===== src/rtl/data_mem_ctrl.sv =====
// data_mem_ctrl: MEM-stage load/store controller bridging the pipeline to a multi-cycle backing memory.
// Latency: request registered one edge after the MEM cycle; load data valid when MemReady rises (2 cycles minimum).
// Backpressure: MemReady drops combinationally on a new access and stays low until ack or timeout abort.
module data_mem_ctrl #(
    parameter int ADDR_W  = 32,
    parameter int DATA_W  = 32,
    parameter int TIMEOUT = 16
) (
    input  logic              clk,
    input  logic              rst,
    input  logic              MemReadM,
    input  logic              MemWriteM,
    input  logic [ADDR_W-1:0] ALUOutM,
    input  logic [DATA_W-1:0] WriteDataM,
    output logic [DATA_W-1:0] ReadDataM,
    output logic              MemReady,
    output logic              MemErr,
    output logic              mem_req,
    output logic              mem_we,
    output logic [ADDR_W-1:0] mem_addr,
    output logic [DATA_W-1:0] mem_wdata,
    input  logic              mem_ack,
    input  logic [DATA_W-1:0] mem_rdata
);

    // Counter is one bit wider than needed so it never wraps on the terminating edge.
    localparam int                CNT_W    = $clog2(TIMEOUT) + 1;
    localparam logic [CNT_W-1:0] LAST_CNT = CNT_W'(TIMEOUT - 1);

    typedef enum logic [1:0] {
        IDLE = 2'd0,
        BUSY = 2'd1,
        DONE = 2'd2
    } state_t;

    state_t           state;
    state_t           nextState;
    logic [CNT_W-1:0] waitCnt;
    logic             timeoutFlag;

    logic             acc;
    logic             mis;
    logic             startAcc;
    logic             ackDone;
    logic             timeoutHit;

    // A store and a load in the same cycle is resolved as a store further down;
    // misalignment only matters when some access is actually requested.
    assign acc = MemReadM | MemWriteM;
    assign mis = acc & (ALUOutM[1:0] != 2'b00);

    // State register.
    always_ff @(posedge clk) begin
        if (rst) begin
            state <= IDLE;
        end else begin
            state <= nextState;
        end
    end

    // Next-state and pipeline-facing status; reset forces the pipeline free and fault-free.
    always_comb begin
        nextState  = state;
        startAcc   = 1'b0;
        ackDone    = 1'b0;
        timeoutHit = 1'b0;
        MemReady   = 1'b1;
        MemErr     = 1'b0;
        case (state)
            IDLE: begin
                if (mis) begin
                    // Faulting access is reported and dropped; pipeline keeps moving.
                    MemErr = 1'b1;
                end else if (acc) begin
                    // Stall in the same cycle so the MEM instruction is held.
                    MemReady  = 1'b0;
                    startAcc  = 1'b1;
                    nextState = BUSY;
                end
            end
            BUSY: begin
                MemReady = 1'b0;
                // Ack takes priority over a timeout reached in the same cycle.
                if (mem_ack) begin
                    ackDone   = 1'b1;
                    nextState = DONE;
                end else if (waitCnt == LAST_CNT) begin
                    timeoutHit = 1'b1;
                    nextState  = DONE;
                end
            end
            DONE: begin
                // One release cycle; MEM inputs are ignored so the instruction is not re-issued.
                MemErr    = timeoutFlag;
                nextState = IDLE;
            end
            default: begin
                nextState = IDLE;
            end
        endcase
        if (rst) begin
            MemReady   = 1'b1;
            MemErr     = 1'b0;
            startAcc   = 1'b0;
            ackDone    = 1'b0;
            timeoutHit = 1'b0;
            nextState  = IDLE;
        end
    end

    // Backing-memory request: captured at start and held stable until ack or abort.
    always_ff @(posedge clk) begin
        if (rst) begin
            mem_req   <= 1'b0;
            mem_we    <= 1'b0;
            mem_addr  <= '0;
            mem_wdata <= '0;
        end else if (startAcc) begin
            mem_req   <= 1'b1;
            mem_we    <= MemWriteM;
            mem_addr  <= {ALUOutM[ADDR_W-1:2], 2'b00};
            mem_wdata <= WriteDataM;
        end else if (ackDone || timeoutHit) begin
            mem_req   <= 1'b0;
        end
    end

    // Wait-cycle counter: zeroed on entry to BUSY, counts every BUSY cycle.
    always_ff @(posedge clk) begin
        if (rst) begin
            waitCnt <= '0;
        end else if (startAcc) begin
            waitCnt <= '0;
        end else if (state == BUSY) begin
            waitCnt <= waitCnt + CNT_W'(1);
        end
    end

    // Timeout flag: set on abort, reported during DONE, cleared on leaving DONE.
    always_ff @(posedge clk) begin
        if (rst) begin
            timeoutFlag <= 1'b0;
        end else if (timeoutHit) begin
            timeoutFlag <= 1'b1;
        end else if (state == DONE) begin
            timeoutFlag <= 1'b0;
        end
    end

    // Load data: updated only by completed or aborted reads; stores leave it alone.
    always_ff @(posedge clk) begin
        if (rst) begin
            ReadDataM <= '0;
        end else if (ackDone && !mem_we) begin
            ReadDataM <= mem_rdata;
        end else if (timeoutHit && !mem_we) begin
            ReadDataM <= '0;
        end
    end

endmodule


===== config.mk =====
export PLATFORM = sky130hd
export DESIGN_NAME = data_mem_ctrl
export DESIGN_NICKNAME = d
export VERILOG_FILES = /design/src/rtl/data_mem_ctrl.sv
export SDC_FILE = /design/constraint.sdc
export NUM_CORES = 1
export LEC_CHECK = 0
export ABC_CLOCK_PERIOD_IN_PS = 1500
export BUFFER_PORTS_ARGS = -buffer_cell sky130_fd_sc_hd__buf_2
export CAP_MARGIN = 20
export CORE_MARGIN = 2
export CORE_UTILIZATION = 41
export DETAILED_ROUTE_END_ITERATION = 10
export GPL_TIMING_DRIVEN = 0
export PLACE_DENSITY = 0.8
export SETUP_SLACK_MARGIN = 0.5
export SYNTH_ARGS = -nofsm -noshare
export SYNTH_HDL_FRONTEND = slang
export SYNTH_SLANG_ARGS = --single-unit

===== constraint.sdc =====
create_clock -name clk -period 1.5 [get_ports clk]
set_input_delay 0.15 -clock clk [delete_from_list [all_inputs] [get_ports clk]]
set_output_delay 0.15 -clock clk [all_outputs]
set_load 0.005 [all_outputs]

# Word-level counts from Yosys, hierarchy flattened
# Index checks and enable logic that the tools add are counted.
[totals]
ff_bits = 104
inputBits = 101
[classes]
n_addsub = 1
n_eq_ne = 6
mux = 29
n_bitwise = 2
n_reduce_logical = 11
[ops]
columns = ["op", "count"]
rows = [
  ["32-bit two-way mux", 2],
  ["1-bit two-way mux", 20],
  ["2-bit two-way mux", 4],
  ["2-bit nonzero test", 4],
  ["5-bit by 1-bit adder with 5-bit output (second input constant)", 1],
  ["5-bit by 4-bit equality test with 1-bit output (second input constant)", 1],
  ["2-bit != test (second input constant)", 2],
  ["1-bit case mux with 2 select lines", 2],
  ["2-bit case mux with 2 select lines", 1],
  ["3-bit != test (second input constant)", 1],
  ["3-bit AND reduction", 1],
  ["2-bit by 1-bit equality test with 1-bit output (second input constant)", 1],
  ["2-bit equality test (second input constant)", 1],
  ["1-bit logical AND", 2],
  ["2-bit zero test", 1],
  ["2-bit OR reduction", 1],
  ["1-bit AND", 1],
  ["1-bit zero test", 1],
  ["1-bit logical OR", 1],
  ["1-bit bitwise OR", 1],
]

# Logic depth before layout (Yosys ltp)
[depth]
word_depth = 8
ltp_mapped = 7
mapped_depth_nobuf = 6

# Worst setup path before layout
# No wires, ideal clock.
[synth_timing]
path_kind = "register -> register"
from = "register waitCnt[0]"
to = "register ReadDataM[0]"
arrival_ns = 1.540
t_required_ns = 1.441
path_slack_ns = -0.099
path_stages_with_launch = 8
n_path_buf = 1
path_cell_list = "dfxtp_1 ha_1 and3_1 ha_1 nor2_1 o31a_1 buf_2 a22o_1"
[synth_between]
elab_chain_cells = 7
[synth_lines]
columns = ["item", "line", "text"]
rows = [
  ["from (decl)", "38", "logic [CNT_W-1:0] waitCnt;"],
  ["from (signal assigned)", "135", "waitCnt <= waitCnt + CNT_W'(1);"],
  ["5-bit by 4-bit equality test with 1-bit output", "87", "end else if (waitCnt == LAST_CNT) begin"],
  ["1-bit two-way mux", "87", ""],
  ["1-bit two-way mux", "84", "if (mem_ack) begin"],
  ["1-bit two-way mux", "69", "case (state)"],
  ["1-bit two-way mux", "101", "if (rst) begin"],
  ["1-bit logical AND", "156", "end else if (timeoutHit && !mem_we) begin"],
  ["2-bit nonzero test (no line)", "n/a", ""],
  ["to (signal assigned)", "155", "ReadDataM <= mem_rdata;"],
  ["to (decl)", "15", "output logic [DATA_W-1:0] ReadDataM,"],
]
# No other way between the ends.
# A chain may end at the register's enable or synchronous reset.

# Worst setup path in the final report
[layout_timing]
from = "register waitCnt[0]"
to = "register ReadDataM[23]"
# The elaborated chain is that of the path after synthesis.

==> reports/metrics.csv <==
metric,value,unit
clock_latency,0.36,ns
drt_iter0_markers,80,
multi_input_area,1820,µm²
dp_hpwl,7670,µm
critPathMaxStageDelay,0.37,ns
slew_headroom,44.4,%
synth-edff-count,0,
synth.distinct_cells,33,
root_buffer,clkbuf_8,
syn_area,3940,µm²
end_kind,flip-flop,
overflow,0,
hold_viol,0,
synth_top_flop_cell,dfxtp_1,
max_clock_freq,600,MHz
power,5880,µW
clk_pin_slew,0.10,ns
grt_max_degree,19,
yosys.area.top_type,dfxtp_1,
first_pass_iters,4,
synthCells,400,
wl_per_cell,15.9,µm
vias,3945,
track_usage,21.8,%
fin_skew,0.0105,ns
powerDensity,872,nW/µm²
first_global_vias,3855,
cts_tree,built,
ios,201,
die_x,102,µm
yosysWarnings,0,
clock-sinks,104,
antenna_found_initial,0,
fillers,633,
seqCellArea,2200,µm²
startpoint_type,flip-flop,
p_leak,0.00312,µW
worstMarginPinSlew,0.833,ns
rsz0062_at_grt,yes,
cp_num_buf_inv,1,
diodes,0,
syn_avg_cell_area,9.85,µm²
hp-class,in2reg,
synthArstFlopShare,0,%
wirelength,12900,µm
grt_pass1_wl,17900,µm
layout_min_cycle_time,1.67,ns
via_per_inst,4.85,
detail-route-antenna-nets,0,
std_cell_rows,35,
htree_levels,3,
drv_slew,0,
hold_ws,0.00852,ns
core_region_area,9280,µm²
portBuffers,198,
setup_viol,38,
nets,782,
place_congestion,0.741,
mostFrequentLayoutCells,"169 x buf_2, 127 x nand2_1, 91 x dfxtp_2",
status,finished with violations,
critPathArrivalTime,1.92,ns
crit_type,reg2reg,
cpMaxStageDelayCell,dfxtp_4,
peakVddDrop,0.549,mV
ys_seq_area_share,52.8,%
final_common_cell,buf_2,
path_delay_family,compound AO/OA/AOI/OAI gates,
drive_above_1_share,58.0,%
initial_core_util,42.4,%
synthTopCellsByArea,"dfxtp_1 53%, mux2i_1 16%, nand2_1 12%",
drv_cap,0,
area_growth,71.1,%
cts_inserted_buffers,9,
finalWorstSetupSlack,-0.166,ns
path_cells,ha_4 > and3_4 > ha_4 > nor2_4 > o31a_4 > buf_6 > a22o_1,
clockBufferDepth,2,
yosysTopAreaCellShare,52.8,%
violations,setup timing,
cp.required,1.75,ns
path_common_cell,ha_4,
fin_crit_sh,111,%
ys_ff_latch,104,
drc,0,
worstPathMaxFanout,7,
die_h,102,µm
die-area,10400,µm²
[state kept, by name (all words and copies together) (netlist names)]
register     flops
waitCnt          5
mem_req          1
timeoutFlag      1
mem_wdata       32
state            2
ReadDataM       32
mem_addr        30
mem_we           1
[repair_timing]
item | in CTS | in global routing
pin swaps | 11 | 7
setup endpoints to repair | 118 | 196
hold buffers | 22 | 5
cloned | 9 | 0
endpoints found under the hold margin | 22 | 5
buffers inserted | 20 | 13
gates resized for setup | 65 | 125
[power breakdown]
| part | internal, µW | switching [µW] |
|---|---|---|
| registers | 2880 | 69.2 |
| logic | 580 | 409 |
| clock network | 955 | 985 |
| total | 4420 | 1460 |
[layout make-up]
| class | count | area share [%] |
|---|---|---|
| Timing Repair Buffer | 267 | 30.1 |
| Buffer | 32 | 4.29 |
| Sequential cell | 104 | 32.7 |
| Clock buffer | 9 | 1.84 |
| Multi-Input combinational cell | 262 | 27.0 |
| Inverter | 3 | 0.167 |
| Tap cell | 129 | 2.39 |
| Clock inverter | 7 | 1.47 |
[cell families after synthesis]
group | Yosys count | share of synthesized area (%)
AO/OA/AOI/OAI | 43 | 8.92
XOR/XNOR | 2 | 0.445
adder cells (fa/ha/maj) | 2 | 0.635
buffers and inverters | 35 | 4.86
flip-flops | 104 | 52.8
multiplexers | 64 | 16.3
other | 1 | 0.0952
AND/OR/NAND/NOR | 149 | 15.9
[final timing paths]
path	startpoint	to	depth (start not counted)	slack (ns)
worst max-delay path	waitCnt[0]$_SDFFE_PP0N_	ReadDataM[23]$_SDFFE_PP0P_	7	-0.17
worst min-delay path	mem_rdata[29]	ReadDataM[29]$_SDFFE_PP0P_	2	0.009
worst max register to register	waitCnt[0]$_SDFFE_PP0N_	ReadDataM[23]$_SDFFE_PP0P_	7	-0.17
worst min register to register	mem_wdata[21]$_SDFFE_PP0P_	mem_wdata[21]$_SDFFE_PP0P_	2	0.46
[Yosys cell counts (all sizes together) (2+ instances only)]
cell / count
mux2i: 64
a22o: 32
inv: 3
nor2: 5
a21oi: 3
dfxtp: 104
ha: 2
clkbuf: 10
nor3: 5
nand3b: 2
o31a: 2
buf: 22
nand2: 128
o21ai: 3
[layer usage]
metal	track usage (%)	up-vias	wire, µm
met1	22.8	1849	4750
met2	41.2	164	6940
met3	6.63	29	940
li1	-	1903	-
met5	0	-	0
met4	7.38	0	307
[metrics by stage]
stage	setup TNS [ns]	setup WS [ns]	cells	util [%]	area, µm²
floorplan	-1.93	-0.0745	401	-	4050
global placement	-19.79	-0.344	728	56.1	5210
detailed placement	-22.25	-0.379	728	56.1	5210
CTS	-5.36	-0.183	795	67.0	6220
global route	-6.73	-0.195	813	72.6	6740
finish	-4.28	-0.166	813	72.6	6740
No activity file was read; power rests on OpenSTA's default activity.
